`config.mk`:
```
export PLATFORM = sky130hd
export DESIGN_NAME = mssb_rx_fifo
export DESIGN_NICKNAME = d
export VERILOG_FILES = /design/src/rtl/mssb_rx_fifo.sv
export SDC_FILE = /design/constraint.sdc
export NUM_CORES = 2
export LEC_CHECK = 0
export ABC_CLOCK_PERIOD_IN_PS = 5000
export BUFFER_PORTS_ARGS = -buffer_cell sky130_fd_sc_hd__buf_2
export CAP_MARGIN = 20
export CORE_AREA = 2 2 530 532
export DETAILED_ROUTE_END_ITERATION = 10
export DIE_AREA = 0 0 532 534
export HOLD_SLACK_MARGIN = 0.12
export PLACE_DENSITY = 0.52
export SYNTH_ARGS = -nofsm -noshare
export SYNTH_HDL_FRONTEND = slang
export SYNTH_SLANG_ARGS = --single-unit
```
`constraint.sdc`:
```
create_clock -name OPB_CLK -period 5 [get_ports OPB_CLK]
set_input_delay 0.5 -clock OPB_CLK [delete_from_list [all_inputs] [get_ports OPB_CLK]]
set_output_delay 0.5 -clock OPB_CLK [all_outputs]
set_load 0.02 [all_outputs]
```
`src/rtl/mssb_rx_fifo.sv`:
```
`default_nettype none
// ============================================================================
//  Module   : mssb_rx_fifo
//  Brief    : MSSB receive buffer. Takes bytes from the UART receiver with an
//             STB/ACK handshake, stores them in a synchronous FIFO and lets
//             software drain them, check the level and track overruns over
//             the OPB register bus.
//  Revision : 1.0  initial release
// ============================================================================
module mssb_rx_fifo #(
    parameter int FIFO_DEPTH = 256,
    parameter int ADDR_W     = 8
) (
    input  logic        OPB_CLK,
    input  logic        OPB_RST,
    input  logic [31:0] OPB_ADDR,
    input  logic [31:0] OPB_DI,
    input  logic        RXF_RE,
    input  logic        RXF_WE,
    output logic [31:0] OPB_DO,
    input  logic [7:0]  RX_DATA,
    input  logic        RX_STB,
    output logic        RX_ACK,
    output logic        RXF_NOT_EMPTY
);

    localparam logic [0:0]      c_RX_WAIT  = 1'b0;
    localparam logic [0:0]      c_RX_HOLD  = 1'b1;
    localparam logic [ADDR_W:0] c_DEPTH    = (ADDR_W + 1)'(FIFO_DEPTH);
    localparam logic [19:0]     c_OVR_MAX  = 20'hFFFFF;

    logic [0:0]        r_state;
    logic [0:0]        w_state_nxt;
    logic              w_take;
    logic              r_rx_ack;

    logic [7:0]        r_mem [FIFO_DEPTH];
    logic [ADDR_W-1:0] r_wr_ptr;
    logic [ADDR_W-1:0] r_rd_ptr;
    logic [ADDR_W:0]   r_level;
    logic [ADDR_W:0]   w_level_nxt;
    logic [19:0]       r_ovr_cnt;
    logic              r_ovr_flag;
    logic              r_not_empty;
    logic [31:0]       r_do;
    logic [31:0]       w_rd_data;

    logic [3:0]        w_sel;
    logic              w_flush;
    logic              w_clr;
    logic              w_full;
    logic              w_empty;
    logic              w_pop;
    logic              w_push;
    logic              w_overrun;
    logic              w_unused_bits;

    assign w_unused_bits = ^{OPB_ADDR[31:4], OPB_DI[31:2]};

    // Handshake: take one byte per STB assertion, then wait for STB to drop.
    always_comb begin
        w_state_nxt = r_state;
        w_take      = 1'b0;
        case (r_state)
            c_RX_WAIT: begin
                if (RX_STB) begin
                    w_take      = 1'b1;
                    w_state_nxt = c_RX_HOLD;
                end
            end
            c_RX_HOLD: begin
                if (!RX_STB) begin
                    w_state_nxt = c_RX_WAIT;
                end
            end
            default: w_state_nxt = c_RX_WAIT;
        endcase
    end

    // Handshake state and the one-cycle registered acknowledge.
    always_ff @(posedge OPB_CLK or posedge OPB_RST) begin
        if (OPB_RST) begin
            r_state  <= c_RX_WAIT;
            r_rx_ack <= 1'b0;
        end else begin
            r_state  <= w_state_nxt;
            r_rx_ack <= w_take;
        end
    end

    // Bus decode; flush overrides any push or pop issued in the same cycle.
    assign w_sel     = OPB_ADDR[3:0];
    assign w_flush   = RXF_WE && (w_sel == 4'h3) && OPB_DI[0];
    assign w_clr     = RXF_WE && (w_sel == 4'h3) && OPB_DI[1];
    assign w_full    = (r_level == c_DEPTH);
    assign w_empty   = (r_level == '0);
    assign w_pop     = RXF_RE && (w_sel == 4'h0) && !w_empty && !w_flush;
    assign w_push    = w_take && !w_flush && (!w_full || w_pop);
    assign w_overrun = w_take && !w_flush && w_full && !w_pop;

    // Next fill level; a simultaneous push and pop leaves it unchanged.
    always_comb begin
        w_level_nxt = r_level;
        if (w_flush) begin
            w_level_nxt = '0;
        end else if (w_push && !w_pop) begin
            w_level_nxt = r_level + 1'b1;
        end else if (w_pop && !w_push) begin
            w_level_nxt = r_level - 1'b1;
        end
    end

    // Read mux; everything not selected by a decoded read returns zero.
    always_comb begin
        w_rd_data = '0;
        if (RXF_RE) begin
            case (w_sel)
                4'h0: begin
                    if (w_pop) begin
                        w_rd_data = {23'b0, 1'b1, r_mem[r_rd_ptr]};
                    end
                end
                4'h1: begin
                    w_rd_data[ADDR_W:0] = r_level;
                    w_rd_data[16]       = w_empty;
                    w_rd_data[17]       = w_full;
                    w_rd_data[31]       = r_ovr_flag;
                end
                4'h2:    w_rd_data = {12'b0, r_ovr_cnt};
                default: w_rd_data = '0;
            endcase
        end
    end

    // Byte storage; contents need no reset.
    always_ff @(posedge OPB_CLK) begin
        if (w_push) begin
            r_mem[r_wr_ptr] <= RX_DATA;
        end
    end

    // Pointers, level, not-empty flag and read data register.
    always_ff @(posedge OPB_CLK or posedge OPB_RST) begin
        if (OPB_RST) begin
            r_wr_ptr    <= '0;
            r_rd_ptr    <= '0;
            r_level     <= '0;
            r_not_empty <= 1'b0;
            r_do        <= '0;
        end else begin
            if (w_flush) begin
                r_wr_ptr <= '0;
                r_rd_ptr <= '0;
            end else begin
                if (w_push) r_wr_ptr <= r_wr_ptr + 1'b1;
                if (w_pop)  r_rd_ptr <= r_rd_ptr + 1'b1;
            end
            r_level     <= w_level_nxt;
            r_not_empty <= (w_level_nxt != '0);
            r_do        <= w_rd_data;
        end
    end

    // Saturating overrun counter; a clear wins over a same-cycle overrun.
    always_ff @(posedge OPB_CLK or posedge OPB_RST) begin
        if (OPB_RST) begin
            r_ovr_cnt  <= '0;
            r_ovr_flag <= 1'b0;
        end else if (w_clr) begin
            r_ovr_cnt  <= '0;
            r_ovr_flag <= 1'b0;
        end else if (w_overrun) begin
            r_ovr_flag <= 1'b1;
            if (r_ovr_cnt != c_OVR_MAX) begin
                r_ovr_cnt <= r_ovr_cnt + 1'b1;
            end
        end
    end

    assign OPB_DO        = r_do;
    assign RX_ACK        = r_rx_ack;
    assign RXF_NOT_EMPTY = r_not_empty;

endmodule
`default_nettype wire
```
Word-level counts from Yosys, hierarchy flattened
Memory sizes are Yosys's and may differ from the RTL's.
Cells that the tools add are included.
{"block": "word_totals", "reg_bits": 81, "in_bits": 77, "ram_bits": 2048, "memories": 1, "out_inout_bits": 34}
{"memory": "r_mem", "words": 256, "width": 8, "rd": 1, "rd_ports_with_merged_regs": 0, "wr": 1, "line": "37", "text": "logic [7:0] r_mem [FIFO_DEPTH];"}
{"block": "op_classes", "muxes": 23, "n_eq_ne": 5, "addsub": 5, "reduce_logical": 26}
{"cell": "20-bit 2-to-1 mux", "count": 3}
{"cell": "9-bit 2-to-1 mux", "count": 4}
{"cell": "32-bit 2-to-1 mux", "count": 1}
{"cell": "8-bit 2-to-1 mux", "count": 4}
{"cell": "9-bit case mux with 3 select lines", "count": 1}
{"cell": "13-bit case mux with 2 select lines", "count": 1}
{"cell": "20-bit by 1-bit adder with 20-bit output (second input constant)", "count": 1}
{"cell": "20-bit != test (second input constant)", "count": 1}
{"cell": "8-bit by 1-bit adder with 8-bit output (second input constant)", "count": 2}
{"cell": "7-bit case mux with 2 select lines", "count": 1}
{"cell": "1-bit logical AND", "count": 12}
{"cell": "9-bit by 1-bit adder with 9-bit output (second input constant)", "count": 1}
{"cell": "9-bit equality test (second input constant)", "count": 1}
{"cell": "9-bit zero test", "count": 1}
{"cell": "9-bit nonzero test", "count": 1}
{"cell": "9-bit by 1-bit subtractor with 9-bit output (second input constant)", "count": 1}
{"cell": "4-bit by 2-bit equality test with 1-bit output (second input constant)", "count": 2}
{"cell": "2-bit nonzero test", "count": 4}
{"cell": "1-bit 2-to-1 mux", "count": 6}
{"cell": "2-bit case mux with 3 select lines", "count": 1}
{"cell": "1-bit zero test", "count": 5}
{"cell": "4-bit by 1-bit equality test with 1-bit output (second input constant)", "count": 1}
{"cell": "4-bit zero test", "count": 1}
{"cell": "1-bit case mux with 2 select lines", "count": 1}
{"cell": "2 further kinds", "count": 2}

Depth between registers and ports, before layout
{"block": "depth", "word_depth": 13, "mapped_depth": 13, "ltp_nobuf": 9}

Least setup slack after synthesis
Ideal clock, no wire load.
{"block": "synth_path", "path_kind": "reg-to-reg", "startpoint": "register r_level[0]", "endpoint": "memory r_mem[103][0], enable pin", "setup_time_ns": 0.370, "arrival_time_ns": 2.575, "setup_slack_ns": 2.055, "path_stages_with_launch": 11, "t_required_ns": 4.630, "cell_sequence": "dfrtp_1 clkbuf_1 inv_1 ha_1 nor4b_4 and3_1 a21boi_1 clkbuf_1 nand3_1 clkbuf_1 nor2_1"}
{"block": "synth_via", "elab_chain_len": 8, "elab_cells_between_ends": 10, "cone_classes": "eq/ne: 1; mux: 2; reduce/logical: 7"}
{"item": "start: declaration", "line": "40", "text": "logic [ADDR_W:0] r_level;"}
{"item": "start signal: assignment", "line": "158", "text": "r_level <= w_level_nxt;"}
{"item": "9-bit zero test", "line": "96", "text": "assign w_empty = (r_level == '0);"}
{"item": "1-bit zero test", "line": "97", "text": "assign w_pop = RXF_RE && (w_sel == 4'h0) && !w_empty && !w_flush;"}
{"item": "1-bit logical AND (2 in series)", "line": "97"}
{"item": "1-bit logical OR *", "line": "98", "text": "assign w_push = w_take && !w_flush && (!w_full || w_pop);"}
{"item": "1-bit logical AND *", "line": "98"}
{"item": "1-bit 2-to-1 mux *", "line": "137", "text": "if (w_push) begin"}
{"item": "1-bit 2-to-1 mux (implied by the code) *", "line": "138", "text": "r_mem[r_wr_ptr] <= RX_DATA;"}
{"item": "end: declaration", "line": "37"}
Mark *: on every way between the ends. The rest lies on a longest branch, timed or not.

Worst setup path after layout
{"block": "layout_path", "startpoint": "register r_level[1]", "endpoint": "memory r_mem[113][6], enable pin"}
The elaborated chain is that of the path after synthesis.

==> reports/qor.txt <==
Clk slew on worst S/H paths: 60 ps
CTS Buf Count: 214
Status: complete, no violations
RSZ-0062 raised after global routing: false
Post-DR vias/cell: 5.02
CTS tree: done
Hold wc startpoint: RX_DATA[0]
Routability Congestion: 0.845
Max Clock Freq: 239 MHz
Final Max Slew Viols: 0
Total GRT Usage: 15.8%
Ys flop type: edfxtp_1
Synth Instances: 4022
Worst path slowest cell: nor2_1
Worst min-delay path category: input port to register
Post-Route Setup TNS: 0 ps
Skew final: 71.1 ps
Synth top area share: 74.1%
Worst vdd ir: 0.000366 V
Sink Count: 2118
Hold Slack: 236 ps
Cts hold-fix bufs: 4
Initial antenna violation count: 10
DRC viols: 0
Area grow syn2layout: 15.4%
Std-Cell Core Area: 0.278 mm^2
Initial core utilization: 29.8%
Lkg Pwr: 29.1 nW
Nets: 4343
Die area: 0.284 mm^2
Routed len/inst: 28.0 um
Top-count cell post-synth: edfxtp_1
Slew margin rel.: 19.7%
CP dominant cell by count: buf_4
Worst slew pin tran: 1200 ps
Clk_lat worst skew: 860 ps
Setup Fix Bufs, Post-CTS: 0
Filler cells: 26000
First-pass GRT wire length: 323 mm
Detail Route Antenna Nets: 0
Arr. time, crit path: 4670 ps
Detailed-route via count: 41100
Slowest stage delay, CP: 780 ps
Routed WL: 229 mm
Final hold violation count: 0
H-tree Lvls: 4
Maximum fanout along the worst path: 9
Mapped cell area: 0.0830 mm^2
Fin crit period: 4190 ps
Maximum Capacitance Violations: 0
Post-CTS Resized: 0
Largest net degree at the start of global routing: 148
Dpl cells: 7762
Area after DPL: 0.0887 mm^2
Synth area leaders: edfxtp_1 74%, mux4_2 13%, mux2i_1 2.2%
Die Ht: 534 um
Root Driver: clkbuf_16
Post-synth top cells: 2048 x edfxtp_1, 484 x mux4_2, 332 x nor2_1, 184 x mux2i_1, 96 x clkbuf_1
Critical path endpoint category: register
Final setup viols: 0
Seq/Total Area, Yosys: 76.2%
Yosys warns: 0
Flop2flop setup slack: 810 ps
First drt pass iteration count: 7
HPWL after detailed placement: 141 mm
Placement Rows: 194
Startpoint types: register
Share of cells above drive strength 1: 24.7%
CP cell instances: inv_1 -> ha_1 -> nor4b_4 -> and3_1 -> a21boi_2 -> buf_4 -> nand3_2 -> buf_4 -> nor2_1
Tot Pwr: 43.4 mW
CP Class: register to register
Non-Filler Instances: 8174
Post-synth top area cell: edfxtp_1
Port Buffers: 41
Distinct cells, synth: 75
Power per Cell Area: 453 mW/mm^2
Asr flop ratio synth: 3.31%
Worst-case clock buffer depth: 3
I/O pins: 111
CP required: 5480 ps
Post-synthesis register bit count: 2118
DRT iter0 DRCs: 4574
Vias in the first global route: 41500
Die width: 532 um
Gr ovfl total: 0
Post-synth EDFFs: 2048
Post-route cell area: 0.0958 mm^2
Worst setup path startpoint: r_level[1]
Tcrit/Tclk final: 83.8%
Syn Area/Cell: 20.6 um^2
Worst R2R Start: r_level[1]
==> final timing paths <==
kind,cells past startpoint,endpoint
min,1,r_mem[115][0]
max in group asynchronous,5,r_rd_ptr[0]
min in group asynchronous,4,r_level[5]
max reg2reg,9,r_mem[113][6]
max,9,r_mem[113][6]
min reg2reg,2,r_ovr_flag
==> registers in the layout (all words and copies together), names as in the netlist <==
register       cells
r_ovr_flag         1
r_wr_ptr           8
r_mem           2048
r_rd_ptr           8
r_level            9
r_state            1
r_ovr_cnt         20
RX_ACK             1
RXF_NOT_EMPTY      1
OPB_DO            21
==> report_power, final <==
| part | switching (mW) | internal, mW | total (mW) |
|---|---|---|---|
| Sequential | 0.253 | 19.6 | 19.8 |
| Combinational | 4.19 | 3.30 | 7.49 |
| Clock | 6.96 | 9.11 | 16.1 |
| Total | 11.4 | 32.0 | 43.4 |
==> logic make-up after synthesis <==
| group | share of synthesized area [%] |
|---|---|
| DFF | 76.2 |
| muxes | 15.5 |
| and+or+nand+nor | 3.31 |
| AOI/OAI and AO/OA | 2.80 |
| buffers and inverters | 1.75 |
| xor gates and xnor gates | 0.327 |
| adders and majority gates | 0.121 |
| other | 0.00452 |
==> layout make-up <==
| type | count | area (um^2) | share of cell area [%] |
|---|---|---|---|
| Tap cell | 3724 | 4660 | 4.86 |
| Inverter | 11 | 42.5 | 0.0444 |
| Sequential cell | 2118 | 63300 | 66.0 |
| Clock inverter | 133 | 1430 | 1.49 |
| Timing Repair Buffer | 256 | 2270 | 2.37 |
| Clock buffer | 267 | 5630 | 5.88 |
| Antenna cell | 8 | 20.0 | 0.0209 |
| Multi-Input combinational cell | 1657 | 18500 | 19.3 |
==> critical path, delay by kind of cell, from the launching register on <==
| kind | cells | cell delay (ps) |
|---|---|---|
| AND/OR/NAND/NOR | 4 | 1570 |
| flip-flops | 1 | 510 |
| buffers and inverters | 3 | 870 |
| AO/OA/AOI/OAI | 1 | 620 |
| adder cells (fa/ha/maj) | 1 | 240 |
==> cell usage in the layout, fill, tap and decap left out, types with 30 or more instances in the layout <==
cell	count
mux2i_1	184
clkinv_2	37
dfrtp_1	64
o21ai_0	37
mux4_2	484
a22oi_1	56
buf_12	30
clkinv_1	52
buf_2	33
a21oi_1	37
nor2_1	331
buf_4	181
edfxtp_1	2048
nand2_1	78
nand3_1	34
clkbuf_16	214
clkbuf_1	45
==> routing by layer <==
layer / part of all wire (%) / vias to the layer above / global-route usage, %
li1: - / 17200 / -
met1: 43 / 22200 / 22.3
met2: 48 / 1382 / 25.3
met3: 6.7 / 281 / 2.83
met4: 2.3 / 0 / 3.99
met5: 0 / - / 0
==> stage by stage <==
step / utilization (%) / setup WS, ps
after floorplan: - / 2060
after global placement: 31.9 / 786
final: 34.4 / 810
after global routing: 34.4 / 708
after CTS: 34.4 / 851
after detailed placement: 31.9 / 684
Note: power is estimated with default switching activity, not from simulation.
